### src/rtl/fft_bf_sdf.sv
// Radix-2 DIF single-path delay-feedback butterfly stage with a DELAY-deep complex FIFO.
// Emits sums during the butterfly half and drains tagged differences during the next fill half.
module fft_bf_sdf #(
    parameter int DELAY = 8
) (
    input  logic        clk,
    input  logic        rst_n,
    input  logic        in_valid,
    input  logic [15:0] in_re,
    input  logic [15:0] in_im,
    output logic        out_valid,
    output logic [16:0] out_re,
    output logic [16:0] out_im,
    output logic        out_twf,
    output logic [2:0]  out_tw_idx
);
    localparam int CW = $clog2(2 * DELAY);
    localparam int SH = $clog2(8 / DELAY);

    logic [CW-1:0]      cnt;
    logic               primed;
    logic signed [16:0] fre [DELAY];
    logic signed [16:0] fim [DELAY];

    logic signed [16:0] xre, xim, hre, him, pre, pim;
    logic               bfly;
    logic [3:0]         cnt4;
    logic [2:0]         tw;

    assign xre  = {in_re[15], in_re};
    assign xim  = {in_im[15], in_im};
    assign hre  = fre[DELAY-1];
    assign him  = fim[DELAY-1];
    // 2*DELAY is a power of two, so the counter MSB marks the butterfly half
    assign bfly = cnt[CW-1];
    assign cnt4 = 4'(cnt);
    assign tw   = 3'(cnt4 << SH);
    assign pre  = bfly ? (hre - xre) : xre;
    assign pim  = bfly ? (him - xim) : xim;

    always_ff @(posedge clk or negedge rst_n) begin
        if (!rst_n) begin
            cnt        <= '0;
            primed     <= 1'b0;
            out_valid  <= 1'b0;
            out_re     <= '0;
            out_im     <= '0;
            out_twf    <= 1'b0;
            out_tw_idx <= '0;
            for (int i = 0; i < DELAY; i++) begin
                fre[i] <= '0;
                fim[i] <= '0;
            end
        end else if (in_valid) begin
            cnt       <= cnt + CW'(1);
            out_valid <= primed;
            if (cnt == CW'(DELAY - 1))
                primed <= 1'b1;
            if (bfly) begin
                out_re     <= hre + xre;
                out_im     <= him + xim;
                out_twf    <= 1'b0;
                out_tw_idx <= '0;
            end else begin
                out_re     <= hre;
                out_im     <= him;
                out_twf    <= 1'b1;
                out_tw_idx <= tw;
            end
            fre[0] <= pre;
            fim[0] <= pim;
            for (int i = 1; i < DELAY; i++) begin
                fre[i] <= fre[i-1];
                fim[i] <= fim[i-1];
            end
        end else begin
            out_valid <= 1'b0;
        end
    end
endmodule

### config.mk
export PLATFORM = sky130hd
export DESIGN_NAME = fft_bf_sdf
export DESIGN_NICKNAME = d
export VERILOG_FILES = /design/src/rtl/fft_bf_sdf.sv
export SDC_FILE = /design/constraint.sdc
export NUM_CORES = 1
export LEC_CHECK = 0
export BUFFER_PORTS_ARGS = -buffer_cell sky130_fd_sc_hd__buf_2
export CAP_MARGIN = 25
export CORE_ASPECT_RATIO = 1.4
export CORE_MARGIN = 3
export CORE_UTILIZATION = 63
export CTS_BUF_LIST = sky130_fd_sc_hd__clkbuf_4 sky130_fd_sc_hd__clkbuf_8
export CTS_CLUSTER_DIAMETER = 150
export DETAILED_ROUTE_END_ITERATION = 16
export PLACE_DENSITY = 0.9
export SLEW_MARGIN = 25
export SYNTH_ARGS = -nofsm -noshare
export SYNTH_HDL_FRONTEND = slang
export SYNTH_SLANG_ARGS = --single-unit
### constraint.sdc
create_clock -name clk -period 4.3 [get_ports clk]
set_clock_uncertainty 0.1 [all_clocks]
set_input_delay 0.86 -clock clk [delete_from_list [all_inputs] [get_ports clk]]
set_output_delay 0.86 -clock clk [all_outputs]
set_load 0.02 [all_outputs]
== Yosys cells after proc, flatten, opt, wreduce, memory -nomap -nowiden ==
Cells that the tools add are included.
W data, S select, Z words.

* Shift-type cells: 0
* Magnitude comparators: 0
* Reduce and logical (&&, ||, !) cells: 1
* $mul: 0
* Add/sub/neg operators: 5
* Mux-type cells: 7
* Div/mod/pow operators: 0
* Bitwise gates (word level): 0
* Equality and inequality tests: 1

{| class="wikitable"
|+ Operator list
! operator !! count
|-
| $mux W17 || 4
|-
| $add A17 B16 Y17 || 2
|-
| $sub A17 B16 Y17 || 2
|-
| $add A4 B1 Y4 const B || 1
|-
| $eq A4 B3 Y1 const B || 1
|-
| $mux W3 || 1
|-
| $mux W1 || 2
|-
| $reduce_and A2 Y1 || 1
|}

* RAM bits: 0
* Output and inout bits: 39
* Bits in registers: 316
* Input bits: 35
* Bits in latches: 0
* Memories kept: 0
* Bits in read-only memories: 0
* Word-level logic and storage cells: 37

== Depth between registers and ports, before layout ==
Gate-level depths: netlist of the first run.

* Depth after elaboration: 2
* Depth in mapped cells: 11
* Depth with buffers taken out: 11

== Worst setup path after synthesis of the first run ==
No wires, ideal clock.

* Path kind: input to register
* Start point: in in_im[7]
* End point: reg out_im[14]
* Arrival: 2.762 ns
* Path buffers: 0
* Stages: 10
* Required time: 4.082 ns
* Setup slack: 1.320 ns
* Setup time: 0.118 ns
* Cell sequence: inv_1 ha_1 or4_4 nor4_2 o31ai_1 o21a_2 o31ai_4 xor2_1 a211oi_1 a21o_1

* Word-level cells in the longest chain between the ends: 2

{| class="wikitable"
|+ Ends and longest elaborated chain
! element !! line !! text
|-
| start, declared || 10 || <nowiki>input logic [15:0] in_im,</nowiki>
|-
| $add A17 B16 Y17 || 61 || <nowiki>out_im <= him + xim;</nowiki>
|-
| $mux W17 || 59 || <nowiki>if (bfly) begin</nowiki>
|-
| end signal, assigned || 61 ||
|-
| end signal, assigned || 66 || <nowiki>out_im <= him;</nowiki>
|-
| end, declared || 13 || <nowiki>output logic [16:0] out_im,</nowiki>
|}

No other way between the ends.
A chain may end at the register's enable or synchronous reset.

== Worst setup path in the final report of the first run ==
* Start point: in in_im[1]
* End point: reg fim[134] (netlist bit)

* Word-level cells in the longest chain between the ends: 2

{| class="wikitable"
|+ Ends and longest elaborated chain
! element !! line !! text
|-
| $sub A17 B16 Y17 || 39 || <nowiki>assign pim = bfly ? (him - xim) : xim;</nowiki>
|-
| $mux W17 || 39 ||
|-
| end signal, assigned by index || 74 || <nowiki>fim[i] <= fim[i-1];</nowiki>
|-
| end, declared || 23 || <nowiki>logic signed [16:0] fim [DELAY];</nowiki>
|}

No other way between the ends.

==> results.cfg, run 1 <==
[floorplanning]
die-area_um2 = 26500
initial_utilization_pct = 64.4
die_h_um = 192
io_pins = 74
rows = 67
core_area_um2 = 24100
die_w_um = 139

[worst_setup_path]
cp-end-kind = flip-flop
reg2reg_from = him[1]$_DFFE_PN0P_
critPathMaxStageDelay_ns = 0.59
worst-r2r-cell-count = 9
required_ns = 4.62
cp-start-kind = primary input
crit_type = in2reg
worstPathArrival_ns = 3.34
path_max_fanout = 4
slowest_stage = o41ai_1
regToRegSetupSlack_ns = 1.33
worst_path_most_repeated_cell = o221ai_1
path_cells = buf_2 -> inv_1 -> ha_1 -> nor2b_1 -> o31a_1 -> o41ai_1 -> o221ai_1 -> a31oi_1 -> o21ai_1 -> xnor2_1 -> o221ai_1
worstReg2RegEnd = fim[134]$_DFFE_PN0P_

[detailed_routing]
drt-total-wl_um = 30500
drtAntennaViolNets = 0
drc_errors = 0
viasPerCell = 5.83
vias = 9982
dr.pass1.iters = 5
first_iter_violations = 625
avgRoutedWirePerCell_um = 17.8

[sta]
rsz0062_at_grt = false
maxSlewViolCount = 0
post-route-period-util_pct = 70.4
finalSetupViolations = 0
finalSetupTns_ns = 0
tightest_slew_ns = 0.962
fmax_ghz = 0.330
final.min_clock_period_ns = 3.03
relSlewSlack_pct = 35.9
hold_violations = 0

[pwr]
p_seq_share_pct = 40.6
swShare_pct = 36.4
clkPwrFrac_pct = 19.4
pwr-share-comb_pct = 40.0
p_int_mw = 8.37
powerDensity_nw_per_um2 = 770
ir_drop_mv = 0.396
leakage_nw = 7.56
p_switching_mw = 4.79

[logic_synthesis]
avgSynthCellArea_um2 = 11.8
synth_nets = 1413
ys_types = 72
yosys_warnings = 0
synth_ff_type = dfrtp_1
synthTopCellsByArea = dfrtp_1, mux2_2, ha_1
synth_top_area_share_pct = 51.0
synth_edf_count = 0
synth-seq-cells = 316
yosysTopAreaCell = dfrtp_1
yosysSeqAreaShare_pct = 51.0
netlist_instances = 1309
syn-cell-area_um2 = 15500
synth_async_sr_flop_share_pct = 100

[clock_tree]
clock_path_buffers = 3
clk_latency_ns = 0.57
postCtsResizedCells = 0
cts_tree = done
htreeDepth = 2
cts_sinks = 316
holdBufCountCts = 0
postCtsSetupRepairBufs = 0
clock_tree.root_cell = clkbuf_8
clkTransAtPathRegs_ns = 0.06
cts-buffers-inserted = 47

[cells_and_area]
nets = 1471
syn2layout_area_growth_pct = 10.2
fillCellCount = 1614
antenna_cells = 0
finalInstanceArea_um2 = 17100
drive_gt1_share_pct = 30.8

[placed_design]
dp_hpwl_um = 20600
place.gp.congestion = 0.927
io_buffers = 73
post_dp_cell_area_um2 = 16100

[global_route]
grtUsageTotal_pct = 23.5
grt.overflow.total = 0
grt_max_degree = 188
first_global_vias = 10700
antenna_found_initial = 0
grt_pass1_wl_um = 51700

[worst_hold_path]
hp-class = in2async

[flow_run]
max-cap-violations = 0

[run_status]
outcome = finished clean
-- power by group through the flow --
stage | Clock, mW | Combinational [mW] | Sequential (mW)
floorplan | 0 | 3.91 | 5.29
global placement | 0 | 5.04 | 5.26
detailed placement | 0 | 5.20 | 5.38
CTS | 2.62 | 5.27 | 5.35
global route | 2.76 | 5.77 | 5.55
finish | 2.55 | 5.26 | 5.34
-- worst max path at each step --
stage / start / to / depth (start not counted)
finish: in_im[1] / fim[134]$_DFFE_PN0P_ / 11
global route: in_im[1] / fim[134]$_DFFE_PN0P_ / 11
CTS: in_im[1] / fim[134]$_DFFE_PN0P_ / 11
detailed placement: in_im[1] / fim[134]$_DFFE_PN0P_ / 11
global placement: in_im[1] / fim[134]$_DFFE_PN0P_ / 11
floorplan: in_im[7] / out_im[14]$_DFFE_PN0P_ / 10
-- layout by cell type (no fill, tap or decap), drive strengths merged, types with 20 or more instances in the layout --
master / n
dfrtp: 316
mux2: 245
nor2: 88
buf: 85
a21oi: 83
clkbuf: 74
inv: 66
ha: 65
o21ai: 45
xnor2: 39
nand2: 27
a21o: 25
nor2b: 23
nor3: 20
-- cells in the mapped netlist, drive strengths merged (15+ instances only) --
master  number
xnor2       39
nand3       17
o21ai       45
inv         65
buf         22
mux2       245
ha          65
nor2        88
a21oi       83
nor2b       23
nand2b      15
mux2i       17
dfrtp      316
nor3        20
a21o        25
nand2       27
clkbuf      54
-- cell families (layout without fill, tap and decap cells) --
family,after synthesis,after routing,synth area share (%)
multiplexers,262,262,18.9
adder cells (fa/ha/maj),69,69,5.77
buffers and inverters,142,235,3.71
flip-flops,316,316,51.0
AO/OA/AOI/OAI,251,251,10.9
AND/OR/NAND/NOR,219,219,6.87
XOR/XNOR,50,50,2.83
-- per-stage QoR --
stage | setup WS (ns) | std cells | power, mW | util [%] | hold WS [ns]
after global routing | 1.13 | 1712 | 14.1 | 71.0 | 0.185
after floorplan | 1.32 | 1309 | 9.20 | - | 0.334
final | 1.27 | 1712 | 13.2 | 71.0 | 0.156
after global placement | 0.761 | 1628 | 10.3 | 66.8 | 0.351
after detailed placement | 0.718 | 1628 | 10.6 | 66.8 | 0.363
after CTS | 1.32 | 1712 | 13.2 | 71.0 | 0.147
-- state kept, by name, summed over array words and instances, names as in the netlist --
name        flops
fim           119
fre           119
him            17
hre            17
out_im         17
out_re         17
cnt             4
out_tw_idx      3
out_twf         1
out_valid       1
primed          1
-- metal layers --
metal	GRT usage [%]	wire length, um	vias to the layer above
li1	-	-	4734
met1	26.7	12000	4945
met2	43.5	16300	204
met3	3.60	1010	99
met4	11.1	1240	0
met5	0	0	-
-- final cells by class --
cell class / instances / area [um^2] / area share (%)
Inverter: 66 / 248 / 1.45
Sequential cell: 316 / 7910 / 46.3
Multi-Input combinational cell: 851 / 7010 / 41.1
Clock inverter: 10 / 81.3 / 0.476
Tap cell: 310 / 388 / 2.27
Timing Repair Buffer: 85 / 513 / 3.00
Clock buffer: 74 / 925 / 5.42
-- critical path, delay by kind of cell --
kind / cells / cell delay [ns]
buffers and inverters: 2 / 0.21
adder cells (fa/ha/maj): 1 / 0.30
AO/OA/AOI/OAI: 6 / 1.69
AND/OR/NAND/NOR: 1 / 0.15
XOR/XNOR: 1 / 0.14
Power figures use the tool's default switching activity.
==> run 2: changes to the inputs <==
Settings changed: CORE_UTILIZATION 63 to 58, PLACE_DENSITY 0.9 to 0.88.
Clock period 4.3 ns to 2.6 ns, I/O delays scaled along.
==> run 2 against run 1 <==
Effect of this change:
- the run now ends with setup timing left
- clock power up 68%
- sequential share of layout area down 4.3 points
- critical path depth unchanged
- utilization up 0.95 points
- routed wire length up 14%
- highest routed layer unchanged
==> results.cfg, run 2 (synthesis gave the netlist of run 1 again) <==
[run_status]
violations = setup timing
outcome = finished, violations left

[clock_tree]
clock_path_buffers = 3
htreeDepth = 2
clkTransAtPathRegs_ns = 0.07
clk_latency_ns = 0.57
cts_sinks = 316
cts-buffers-inserted = 47
cts_tree = done
clock_tree.root_cell = clkbuf_8

[cells_and_area]
drive_gt1_share_pct = 41.2
final_common_cell = dfrtp_1
syn2layout_area_growth_pct = 21.6
antenna_cells = 0
nets = 1629
final_cell_mix = dfrtp_1, mux2_2, buf_4
top_regs = fim: 119 flops, fre: 119 flops

[flow_run]
max-cap-violations = 0

[detailed_routing]
wl_met2_um = 18200
drtAntennaViolNets = 0
drc_errors = 0
dr_wl_met3_um = 1350
avgRoutedWirePerCell_um = 18.5
viasPerCell = 5.87
dr.pass1.iters = 5
drt-total-wl_um = 34800
dr.max_layer_used = met4
vias = 11000
drt-met1-wl_um = 13300
first_iter_violations = 661

[worst_setup_path]
regToRegSetupSlack_ns = -0.09
path_max_fanout = 5
crit_type = reg2reg
reg2reg_from = him[3]$_DFFE_PN0P_
cp-start-kind = flip-flop
required_ns = 2.95
worstReg2RegEnd = out_im[15]$_DFFE_PN0P_
worst-r2r-cell-count = 11
cp-end-kind = flip-flop
worstPathArrival_ns = 3.04

[global_route]
antenna_found_initial = 0
grt_max_degree = 82
grtUsageTotal_pct = 22.8
grt_pass1_wl_um = 53700
grt.overflow.total = 0
first_global_vias = 11300

[sta]
hold_violations = 0
post-route-period-util_pct = 104
finalSetupTns_ns = -0.357
final.min_clock_period_ns = 2.69
rsz0062_at_grt = true
finalSetupViolations = 9
relSlewSlack_pct = 64.5
fmax_ghz = 0.371
tightest_slew_ns = 0.527
final.setup.worst_slack_ns = -0.0935
maxSlewViolCount = 0

[floorplanning]
core_area_um2 = 26200
die_w_um = 144
rows = 70
initial_utilization_pct = 59.2
io_pins = 74
die-area_um2 = 28700
die_h_um = 199

[placed_design]
dp_hpwl_um = 22200
post-place-ws_ns = -0.390
place.gp.congestion = 0.896
io_buffers = 73

[pwr]
powerDensity_nw_per_um2 = 1290
ir_drop_mv = 0.813
leakage_nw = 8.41

[worst_hold_path]
min_delay_worst_endpoint = fim[133]$_DFFE_PN0P_
hp-class = in2reg
hp-start = in_im[14]
hold_depth = 3
## run 2: cell types whose count changed in the layout (fill, tap and decap cells not counted), moves of 4 or more
cell and change:
buf_12 +8, buf_4 +147, fa_1 -4, fa_2 +4
ha_4 +13, o21ai_2 +4, o21ai_0 -4, a21oi_2 +9
clkbuf_8 +5, a21oi_1 -9, ha_1 -15, clkinv_2 -6
## run 2: through the flow
step / power, mW / hold slack, ns / std cells / utilization [%] / instance area, um^2
2_1_floorplan: 15.2 / 0.124 / 1309 / - / 15500
3_3_place_gp: 18.4 / 0.350 / 1787 / 66.0 / 17300
3_5_place_dp: 18.9 / 0.355 / 1787 / 66.0 / 17300
4_1_cts: 23.5 / 0.110 / 1869 / 70.3 / 18400
5_1_grt: 25.8 / 0.157 / 1880 / 71.9 / 18800
6_report: 24.3 / 0.145 / 1880 / 71.9 / 18800
## run 2: critical path, cell delays in order (launching register included)
cell and delay, ns:
dfrtp_1 0.38, ha_1 0.38, buf_4 0.19, nor3_1 0.22, o21ai_0 0.20, nand3_1 0.19, a311oi_1 0.13, buf_4 0.17
a211oi_1 0.33, nor2_1 0.08, nand4b_1 0.11, nand4_1 0.09
## run 2: area by class of cell
| cell class | instances | area [um^2] |
|---|---|---|
| fillers | 1614 | 7360 |
| flip-flops and latches | 316 | 7910 |
| clock buffers | 78 | 986 |
| clock inverters | 2 | 35.0 |
| well taps | 324 | 405 |
| repair buffers | 243 | 1810 |
| inverters | 66 | 248 |
| multi-input cells | 851 | 7440 |
## run 2: power breakdown
| part | internal (mW) | switching (mW) | total (mW) |
|---|---|---|---|
| Combinational | 5.65 | 5.47 | 11.1 |
| Sequential | 7.37 | 1.51 | 8.88 |
| Clock | 2.47 | 1.82 | 4.29 |
## run 2: metal layers
layer  vias to the layer above  GRT usage, %
li1                       5043             -
met1                      5516          27.1
met2                       338          39.9
met3                       147          3.40
met4                         0          12.0
met5                         -             0
## run 2: timing repair
action | in CTS | in global routing
hold endpoints to repair | 56 | 0
hold buffers | 1 | 0
setup buffers | 1 | 13
pin swaps | 6 | 48
setup endpoints to repair | 14 | 29
gates resized for setup | 15 | 63
## run 2: worst max-delay path by stage
stage / endpoint / from / slack (ns) / cells past startpoint
after detailed placement: out_im[16]$_DFFE_PN0P_ / in_im[0] / -0.39 / 11
after CTS: out_im[14]$_DFFE_PN0P_ / him[0]$_DFFE_PN0P_ / -0.01 / 10
after floorplan: out_im[16]$_DFFE_PN0P_ / in_im[0] / -0.01 / 10
after global routing: out_im[15]$_DFFE_PN0P_ / him[3]$_DFFE_PN0P_ / -0.33 / 11
final: out_im[15]$_DFFE_PN0P_ / him[3]$_DFFE_PN0P_ / -0.09 / 11
after global placement: out_im[16]$_DFFE_PN0P_ / in_im[0] / -0.38 / 11
==> run 3: changes to the inputs <==
Settings changed: CORE_UTILIZATION 58 to 63, PLACE_DENSITY 0.88 to 0.9, SKIP_LAST_GASP from default to 1.
Clock period 2.6 ns to 2.8 ns, I/O delays scaled along.
==> run 3 against run 2 <==
Effect of this change:
- the run now ends clean
- critical path depth shrank 1
- utilization increased by 2.4 points
- routed wire length is 6.6% lower
- clock power shrank 4%
- critical path type unchanged
- critical endpoint is now out_im[9]$_DFFE_PN0P_
==> results.cfg, run 3 (synthesis gave the netlist of run 1 again) <==
[run_status]
outcome = finished clean

[cells_and_area]
finalInstanceArea_um2 = 17900
utilization_pct = 74.3
final_cells = 1798
fillCellCount = 1471
syn2layout_area_growth_pct = 15.4
top_regs = fim: 119 flops, fre: 119 flops
nets = 1553
final_common_cell = dfrtp_1
final_cell_mix = dfrtp_1, mux2_2, nor2_1
drive_gt1_share_pct = 35.5

[detailed_routing]
first_iter_violations = 563
drtAntennaViolNets = 0
avgRoutedWirePerCell_um = 18.1
dr.pass1.iters = 5
drt-total-wl_um = 32500
vias = 10500
viasPerCell = 5.85
drc_errors = 0

[sta]
final.setup.worst_slack_ns = 0.105
finalSetupTns_ns = 0
finalSetupViolations = 0
hold_violations = 0
final.min_clock_period_ns = 2.70
post-route-period-util_pct = 96.3
hold_slack_ns = 0.204
tightest_slew_ns = 0.567
fmax_ghz = 0.371
relSlewSlack_pct = 62.2
rsz0062_at_grt = true
maxSlewViolCount = 0

[placed_design]
dp.cells = 1708
dp_hpwl_um = 22000
io_buffers = 73
post-place-ws_ns = -0.306
post_dp_cell_area_um2 = 16700
place.gp.congestion = 0.930

[worst_setup_path]
cp-end-kind = flip-flop
required_ns = 3.21
cp-start-kind = flip-flop
path_cells = ha_1 -> nor2b_1 -> o21ai_0 -> nand3_1 -> buf_4 -> a31oi_1 -> o21ai_0 -> xnor2_1 -> a211oi_1 -> a21o_1
reg2reg_from = him[3]$_DFFE_PN0P_
regToRegSetupSlack_ns = 0.10
worstPathArrival_ns = 3.10
crit_type = reg2reg
path_max_fanout = 7
slowest_stage = ha_1
worst-r2r-cell-count = 10
critPathMaxStageDelay_ns = 0.44
worstReg2RegEnd = out_im[9]$_DFFE_PN0P_
worst_path_most_repeated_cell = o21ai_0

[clock_tree]
cts-buffers-inserted = 48
clock_path_buffers = 3
cts_tree = done
clock_tree.root_cell = clkbuf_8
postCtsSetupRepairBufs = 0
clk_latency_ns = 0.58
clkTransAtPathRegs_ns = 0.06
cts_sinks = 316
htreeDepth = 2

[floorplanning]
io_pins = 74
rows = 67
initial_utilization_pct = 64.4
die-area_um2 = 26500
die_h_um = 192
die_w_um = 139
core_area_um2 = 24100

[global_route]
grt_pass1_wl_um = 54200
antenna_found_initial = 1
grtUsageTotal_pct = 24.8
grt_max_degree = 112
first_global_vias = 11200
grt.overflow.total = 0

[pwr]
powerDensity_nw_per_um2 = 1190
ir_drop_mv = 0.724
power_mw = 21.3
leakage_nw = 7.99

[worst_hold_path]
hp-class = in2reg
hp-start = in_im[14]
min_delay_worst_endpoint = fim[133]$_DFFE_PN0P_
hold_depth = 3

[flow_run]
max-cap-violations = 0
run 3: cell types whose count changed in the layout (fill, tap and decap cells not counted), moves of 4 or more:
cell | previous run | this run
buf_4 | 156 | 85
ha_1 | 50 | 63
ha_4 | 13 | 0
a21oi_1 | 73 | 81
a21oi_2 | 10 | 2
buf_12 | 11 | 7
run 3: repair_timing:
| item | in CTS | in global routing |
|---|---|---|
| resized for setup | 1 | 14 |
| pin swaps | 0 | 1 |
| setup endpoints to repair | 1 | 13 |
| endpoints found under the hold margin | 61 | 0 |
| hold buffers | 1 | 0 |
run 3: final cells by class:
class | count | area, um^2 | share of cell area (%)
Clock inverter | 8 | 76.3 | 0.427
Timing Repair Buffer | 166 | 1170 | 6.56
Inverter | 66 | 248 | 1.39
Multi-Input combinational cell | 851 | 7080 | 39.6
Clock buffer | 80 | 1010 | 5.63
Sequential cell | 316 | 7910 | 44.2
Tap cell | 310 | 388 | 2.17
Antenna cell | 1 | 2.50 | 0.0140
run 3: worst max-delay path by stage:
stage	start	end	slack (ns)
detailed placement	in_im[0]	out_im[16]$_DFFE_PN0P_	-0.31
floorplan	in_im[7]	out_im[14]$_DFFE_PN0P_	0.12
global route	him[3]$_DFFE_PN0P_	out_im[9]$_DFFE_PN0P_	-0.04
global placement	in_im[0]	out_im[16]$_DFFE_PN0P_	-0.23
CTS	him[0]$_DFFE_PN0P_	out_im[16]$_DFFE_PN0P_	0.03
finish	him[3]$_DFFE_PN0P_	out_im[9]$_DFFE_PN0P_	0.10
run 3: critical path, delay by kind of cell (launching register included):
| family | cells | cell delay, ns |
|---|---|---|
| adder cells (fa/ha/maj) | 1 | 0.44 |
| XOR/XNOR | 1 | 0.16 |
| buffers and inverters | 1 | 0.20 |
| AO/OA/AOI/OAI | 5 | 1.02 |
| flip-flops | 1 | 0.42 |
| AND/OR/NAND/NOR | 2 | 0.30 |
run 3: layer usage:
layer | vias to the layer above | GRT usage [%] | share of wire (%)
met2 | 259 | 45.3 | 53
met4 | 0 | 13.2 | 5.4
met5 | - | 0 | 0
met3 | 134 | 3.83 | 3.5
li1 | 4919 | - | -
met1 | 5212 | 28.1 | 38
run 3: power breakdown:
part | switching, mW | leakage, nW | internal, mW
Clock | 1.75 | 0.567 | 2.36
Combinational | 4.54 | 3.79 | 4.38
Sequential | 1.41 | 3.63 | 6.84
Total | 7.71 | 7.99 | 13.6
